### src/rtl/fib2fmac_txctrl.sv
// TX bridge from the host write FIFOs (data + byte count) into the FMAC TX FIFOs.
// Data words are forwarded first; the byte count goes last because FMAC transmits on its arrival.
module fib2fmac_txctrl #(
  parameter int unsigned DATA_WIDTH    = 64,
  parameter int unsigned BCNT_WIDTH    = 32,
  parameter int unsigned MAX_PKT_BYTES = 9600
) (
  input  logic                  clk_fib,
  input  logic                  reset_,
  output logic                  rden_wf,
  output logic                  rden_wcf,
  input  logic [DATA_WIDTH-1:0] dataout_wf,
  input  logic [BCNT_WIDTH-1:0] dataout_wcf,
  input  logic                  rdempty_wf,
  input  logic                  rdempty_wcf,
  input  logic                  fib_tx_mac_data_full,
  input  logic                  fib_tx_mac_bcnt_full,
  output logic                  fib_tx_mac_wr,
  output logic [DATA_WIDTH-1:0] fib_tx_mac_data,
  output logic                  fib_tx_mac_eop,
  output logic                  fib_tx_mac_bcnt_wr,
  output logic [15:0]           fib_tx_mac_bcnt,
  output logic                  err_len,
  output logic                  test
);

  localparam int unsigned WCNT_W   = 14;
  localparam logic [15:0] MAX_BCNT = 16'(MAX_PKT_BYTES);

  typedef enum logic [4:0] {
    TX_IDLE  = 5'b00001,
    TX_RDCNT = 5'b00010,
    TX_LATCH = 5'b00100,
    TX_XFER  = 5'b01000,
    TX_DONE  = 5'b10000
  } tx_state_t;

  tx_state_t          state, state_nxt;
  logic [15:0]        bcnt_q;
  logic [WCNT_W-1:0]  req_left, rcv_left;
  logic               drop;
  logic               rd_d1;
  logic               bcnt_wr_nxt;

  logic [15:0]        cnt_in;
  logic [16:0]        cnt_sum;
  logic [WCNT_W-1:0]  words_in;
  logic               drop_in;
  logic               unused_bcnt_hi;

  // 17-bit sum so counts near 0xFFFF still round up instead of wrapping to 0 words
  assign cnt_in         = dataout_wcf[15:0];
  assign cnt_sum        = {1'b0, cnt_in} + 17'd7;
  assign words_in       = cnt_sum[16:3];
  assign drop_in        = (cnt_in == '0) || (cnt_in > MAX_BCNT);
  assign unused_bcnt_hi = ^dataout_wcf[BCNT_WIDTH-1:16];
  assign test           = 1'b0;

  always_ff @(posedge clk_fib or negedge reset_) begin
    if (!reset_) state <= TX_IDLE;
    else         state <= state_nxt;
  end

  always_comb begin
    state_nxt   = state;
    rden_wcf    = 1'b0;
    rden_wf     = 1'b0;
    err_len     = 1'b0;
    bcnt_wr_nxt = 1'b0;
    case (state)
      TX_IDLE:  if (!rdempty_wcf) state_nxt = TX_RDCNT;
      TX_RDCNT: begin
        rden_wcf  = 1'b1;
        state_nxt = TX_LATCH;
      end
      TX_LATCH: begin
        err_len   = drop_in;
        state_nxt = (cnt_in == '0) ? TX_IDLE : TX_XFER;
      end
      TX_XFER: begin
        // dropped packets ignore FMAC backpressure; they are only drained
        rden_wf = (req_left != '0) && !rdempty_wf && (drop || !fib_tx_mac_data_full);
        if (rcv_left == '0) state_nxt = drop ? TX_IDLE : TX_DONE;
      end
      TX_DONE: begin
        if (!fib_tx_mac_bcnt_full) begin
          bcnt_wr_nxt = 1'b1;
          state_nxt   = TX_IDLE;
        end
      end
      default: state_nxt = TX_IDLE;
    endcase
  end

  always_ff @(posedge clk_fib or negedge reset_) begin
    if (!reset_) begin
      bcnt_q             <= '0;
      req_left           <= '0;
      rcv_left           <= '0;
      drop               <= 1'b0;
      rd_d1              <= 1'b0;
      fib_tx_mac_wr      <= 1'b0;
      fib_tx_mac_data    <= '0;
      fib_tx_mac_eop     <= 1'b0;
      fib_tx_mac_bcnt_wr <= 1'b0;
      fib_tx_mac_bcnt    <= '0;
    end else begin
      rd_d1              <= rden_wf;
      fib_tx_mac_wr      <= 1'b0;
      fib_tx_mac_eop     <= 1'b0;
      fib_tx_mac_bcnt_wr <= bcnt_wr_nxt;
      if (state == TX_LATCH) begin
        bcnt_q   <= cnt_in;
        req_left <= words_in;
        rcv_left <= words_in;
        drop     <= drop_in;
      end
      if (rden_wf) req_left <= req_left - 1'b1;
      if (rd_d1) begin
        rcv_left       <= rcv_left - 1'b1;
        fib_tx_mac_wr  <= !drop;
        fib_tx_mac_eop <= (rcv_left == WCNT_W'(1)) && !drop;
        if (!drop) fib_tx_mac_data <= dataout_wf;
      end
      if (bcnt_wr_nxt) fib_tx_mac_bcnt <= bcnt_q;
    end
  end

endmodule
### config.mk
export PLATFORM = sky130hd
export DESIGN_NAME = fib2fmac_txctrl
export DESIGN_NICKNAME = d
export VERILOG_FILES = /design/src/rtl/fib2fmac_txctrl.sv
export SDC_FILE = /design/constraint.sdc
export NUM_CORES = 1
export LEC_CHECK = 0
export CORE_MARGIN = 4
export CORE_UTILIZATION = 42
export CTS_CLUSTER_DIAMETER = 60
export CTS_CLUSTER_SIZE = 8
export DETAILED_ROUTE_END_ITERATION = 10
export PLACE_DENSITY = 0.75
export SLEW_MARGIN = 20
export SYNTH_ARGS = -nofsm -noshare
export SYNTH_HDL_FRONTEND = slang
export SYNTH_SLANG_ARGS = --single-unit
### constraint.sdc
create_clock -name clk_fib -period 2.18 [get_ports clk_fib]
set_clock_uncertainty 0.05 [all_clocks]
set_input_delay 0.654 -clock clk_fib [delete_from_list [all_inputs] [get_ports clk_fib]]
set_output_delay 0.654 -clock clk_fib [all_outputs]
set_load 0.02 [all_outputs]
==> flow_summary.ini <==
[drt]
postRouteAntennaNets = 0
routed_wl_um = 16620
drt_first_iter_violations = 377
dr_total_vias = 5229
wl_per_cell_um = 16.57
route.detailed.drc = 0
firstDrtPassIters = 5
vias_per_cell = 5.213

[critical_path]
path_max_fanout = 2
end_kind = output pin
ff2ff_setup_slack_ps = -10
crit_required_ps = 1480
path_cells = or4_4 > or2_4 > a21oi_4 > buf_6
worst_path_largest_cell_delay_ps = 520
r2r_cells = 6
r2r_start = state[1]
critPathBufInv = 1
cp_data_arrival_time_ps = 1880
crit_slowest_cell = or4_4
rr_endpoint = req_left[9]
cp_top_family = simple AND/OR/NAND/NOR gates
crit_type = flop to output pin
startpoint_type = flop

[placed_design]
post-place-ws_ps = -1175
routabilityCongestion = 0.9326
port_buffers = 171
hpwl_um = 12150

[clocking]
clock_latency_ps = 420
cts_root_buf = clkbuf_16
htreeDepth = 4
clk_path_buf_depth = 2
cts.sinks = 134
numCtsBuffers = 17
cts_hold_buf = 0
clk_pin_slew_worst_paths_ps = 60
tritoncts = done

[die]
core_um2 = 13930
dieArea_um2 = 16270
std_cell_rows = 43
ios = 189
die_x_um = 127.6
initial_core_util_pct = 43.08
die_y_um = 127.6

[logic_synthesis]
synth_area_leaders = dfrtp_1 55%, mux2_2 12%, nand2_1 7.1%, nor2_1 1.8%, xnor2_1 1.6%
synth_common_cells = 133 x dfrtp_1, 114 x nand2_1, 65 x mux2_2
yosysTopAreaCellShare_pct = 55.44
yosysMostFrequentCell = dfrtp_1
ys_warn_count = 0
synth_flop_cell = dfrtp_1
syn_area_um2 = 6003
synthCells = 556
synth_edf_count = 0
synth_nets = 661
syn_avg_cell_area_um2 = 10.80
synthArstFlopShare_pct = 100.0
synth_top_area_cell = dfrtp_1
ys_ff_latch = 134
yosysSeqAreaShare_pct = 55.88
ys_types = 53

[grt]
grt_max_degree = 67
grt_pass1_vias = 5360
grt.total_usage_pct = 20.64
overflow = 0
grt_pass1_wl_um = 26700
antenna_found_initial = 0

[timing]
post-route-period-util_pct = 118.3
worst_pin_slew_ps = 521.9
drv_slew = 0
setup_violations = 4
maxSlewHeadroom_pct = 64.94
clock.fmax_mhz = 387.7
period_minus_slack_ps = 2579
rsz0062_at_grt = true
worst_slack_ps = -399.5
hold_viol = 0
holdWs_ps = 126.2

[job]
maxCapViolCount = 0

[power]
power_frac_seq_pct = 37.1
finalPower_uw = 8646
switchingPower_uw = 2536
pwr-share-clk_pct = 34.1
combPwrFrac_pct = 28.8
internal-power_uw = 6110
powerDensity_nw_per_um2 = 922.3
irDropWorstVdd_v = 0.0005024
leakage_uw = 0.004116
sw_frac_of_total_pct = 29.33

[cells_and_area]
final_nets = 915
drive_gt1_share_pct = 27.95
synthToLayoutAreaGrowth_pct = 56.15
fin_util_pct = 67.27
fillers = 1034
antennaDiodeCount = 0

[hold_path]
hp-class = input pin to asynchronous set/reset pin

[status]
violations = setup timing
run_status = complete, but fails checks
-- placed cells by master, fill, tap and decap left out, drive strengths merged, types with 7 or more instances in the layout --
cell,synthesis,routed
dfrtp,133,133
clkdlybuf4s50,0,150
nand2,114,114
and3,8,8
dlygate4sd2,0,17
mux2,65,65
nor2,30,30
xnor2,11,11
nand4,7,7
o211ai,8,8
clkbuf,21,19
clkinv,1,7
inv,10,13
o21ai,8,8
buf,7,96
nand3,12,12
nor4,11,11
a21oi,18,18
nor3,14,14
or4,9,9
-- worst max path at each step --
stage                         end  slack, ps  cells past startpoint           start
after floorplan           err_len        -50                      5  dataout_wcf[1]
after global placement    err_len      -1160                      6  dataout_wcf[3]
after detailed placement  err_len      -1170                      6  dataout_wcf[3]
after CTS                 err_len       -430                      4        state[1]
after global routing      err_len       -450                      4        state[1]
final                     err_len       -400                      4        state[1]
-- final cells by class --
class | count | area, um2 | area share [%]
multi-input combinational | 383 | 2690 | 28.70
tap | 180 | 225.2 | 2.403
clock buffer | 19 | 442.9 | 4.725
inverter | 11 | 41.29 | 0.4405
sequential | 134 | 3354 | 35.78
clock inverter | 13 | 172.7 | 1.842
timing repair buffer | 263 | 2447 | 26.11
-- metal layers --
layer | GRT usage (%) | vias up | wire length, um
met5 | 0 | - | 0
met3 | 4.599 | 29 | 1123
li1 | - | 2472 | -
met2 | 34.28 | 207 | 8023
met1 | 26.34 | 2521 | 7088
met4 | 8.076 | 0 | 386
-- stage by stage --
| stage | TNS, ps | cells | cell area, um2 |
|---|---|---|---|
| after global routing | -1051 | 1003 | 9374 |
| final | -762.7 | 1003 | 9374 |
| after global placement | -11960 | 963 | 8561 |
| after floorplan | -45.47 | 556 | 6090 |
| after CTS | -778.6 | 1000 | 9336 |
| after detailed placement | -12970 | 963 | 8561 |
-- sequential cells by signal, summed over array words and instances (netlist names), 5 cells and up --
signal,cells
bcnt_q,16
state,5
fib_tx_mac_data,64
fib_tx_mac_bcnt,16
rcv_left,14
req_left,14
-- worst reg2reg max path: cells and delay by family (launching register included) --
kind                   cells  cell delay (ps)
and+or+nand+nor            2              790
buffers and inverters      1              270
DFF                        1              390
AOI/OAI and AO/OA          3              580
-- cells by family after synthesis --
group           after synthesis  synth area share, %
fa+ha+maj                     3               0.6253
xor+xnor                     14                2.043
simple gates                231                18.51
mux                          68                12.69
flops                       134                55.88
compound gates               66                7.628
other cells                   1              0.06247
buf+inv                      39                2.564
-- power groups by stage --
stage | sequential, uW | clock (uW) | combinational [uW]
floorplan | 3600 | 0 | 754
global placement | 3200 | 0 | 2390
detailed placement | 3230 | 0 | 2450
CTS | 3200 | 3020 | 2490
global route | 3260 | 3130 | 2670
finish | 3200 | 2950 | 2490
-- what timing repair did --
action,CTS,global route
hold endpoints to repair,0,0
endpoints found under the setup margin,14,11
pin swaps,15,3
resized for setup,62,7
setup buffers,5,6
No activity file was read; power rests on OpenSTA's default activity.
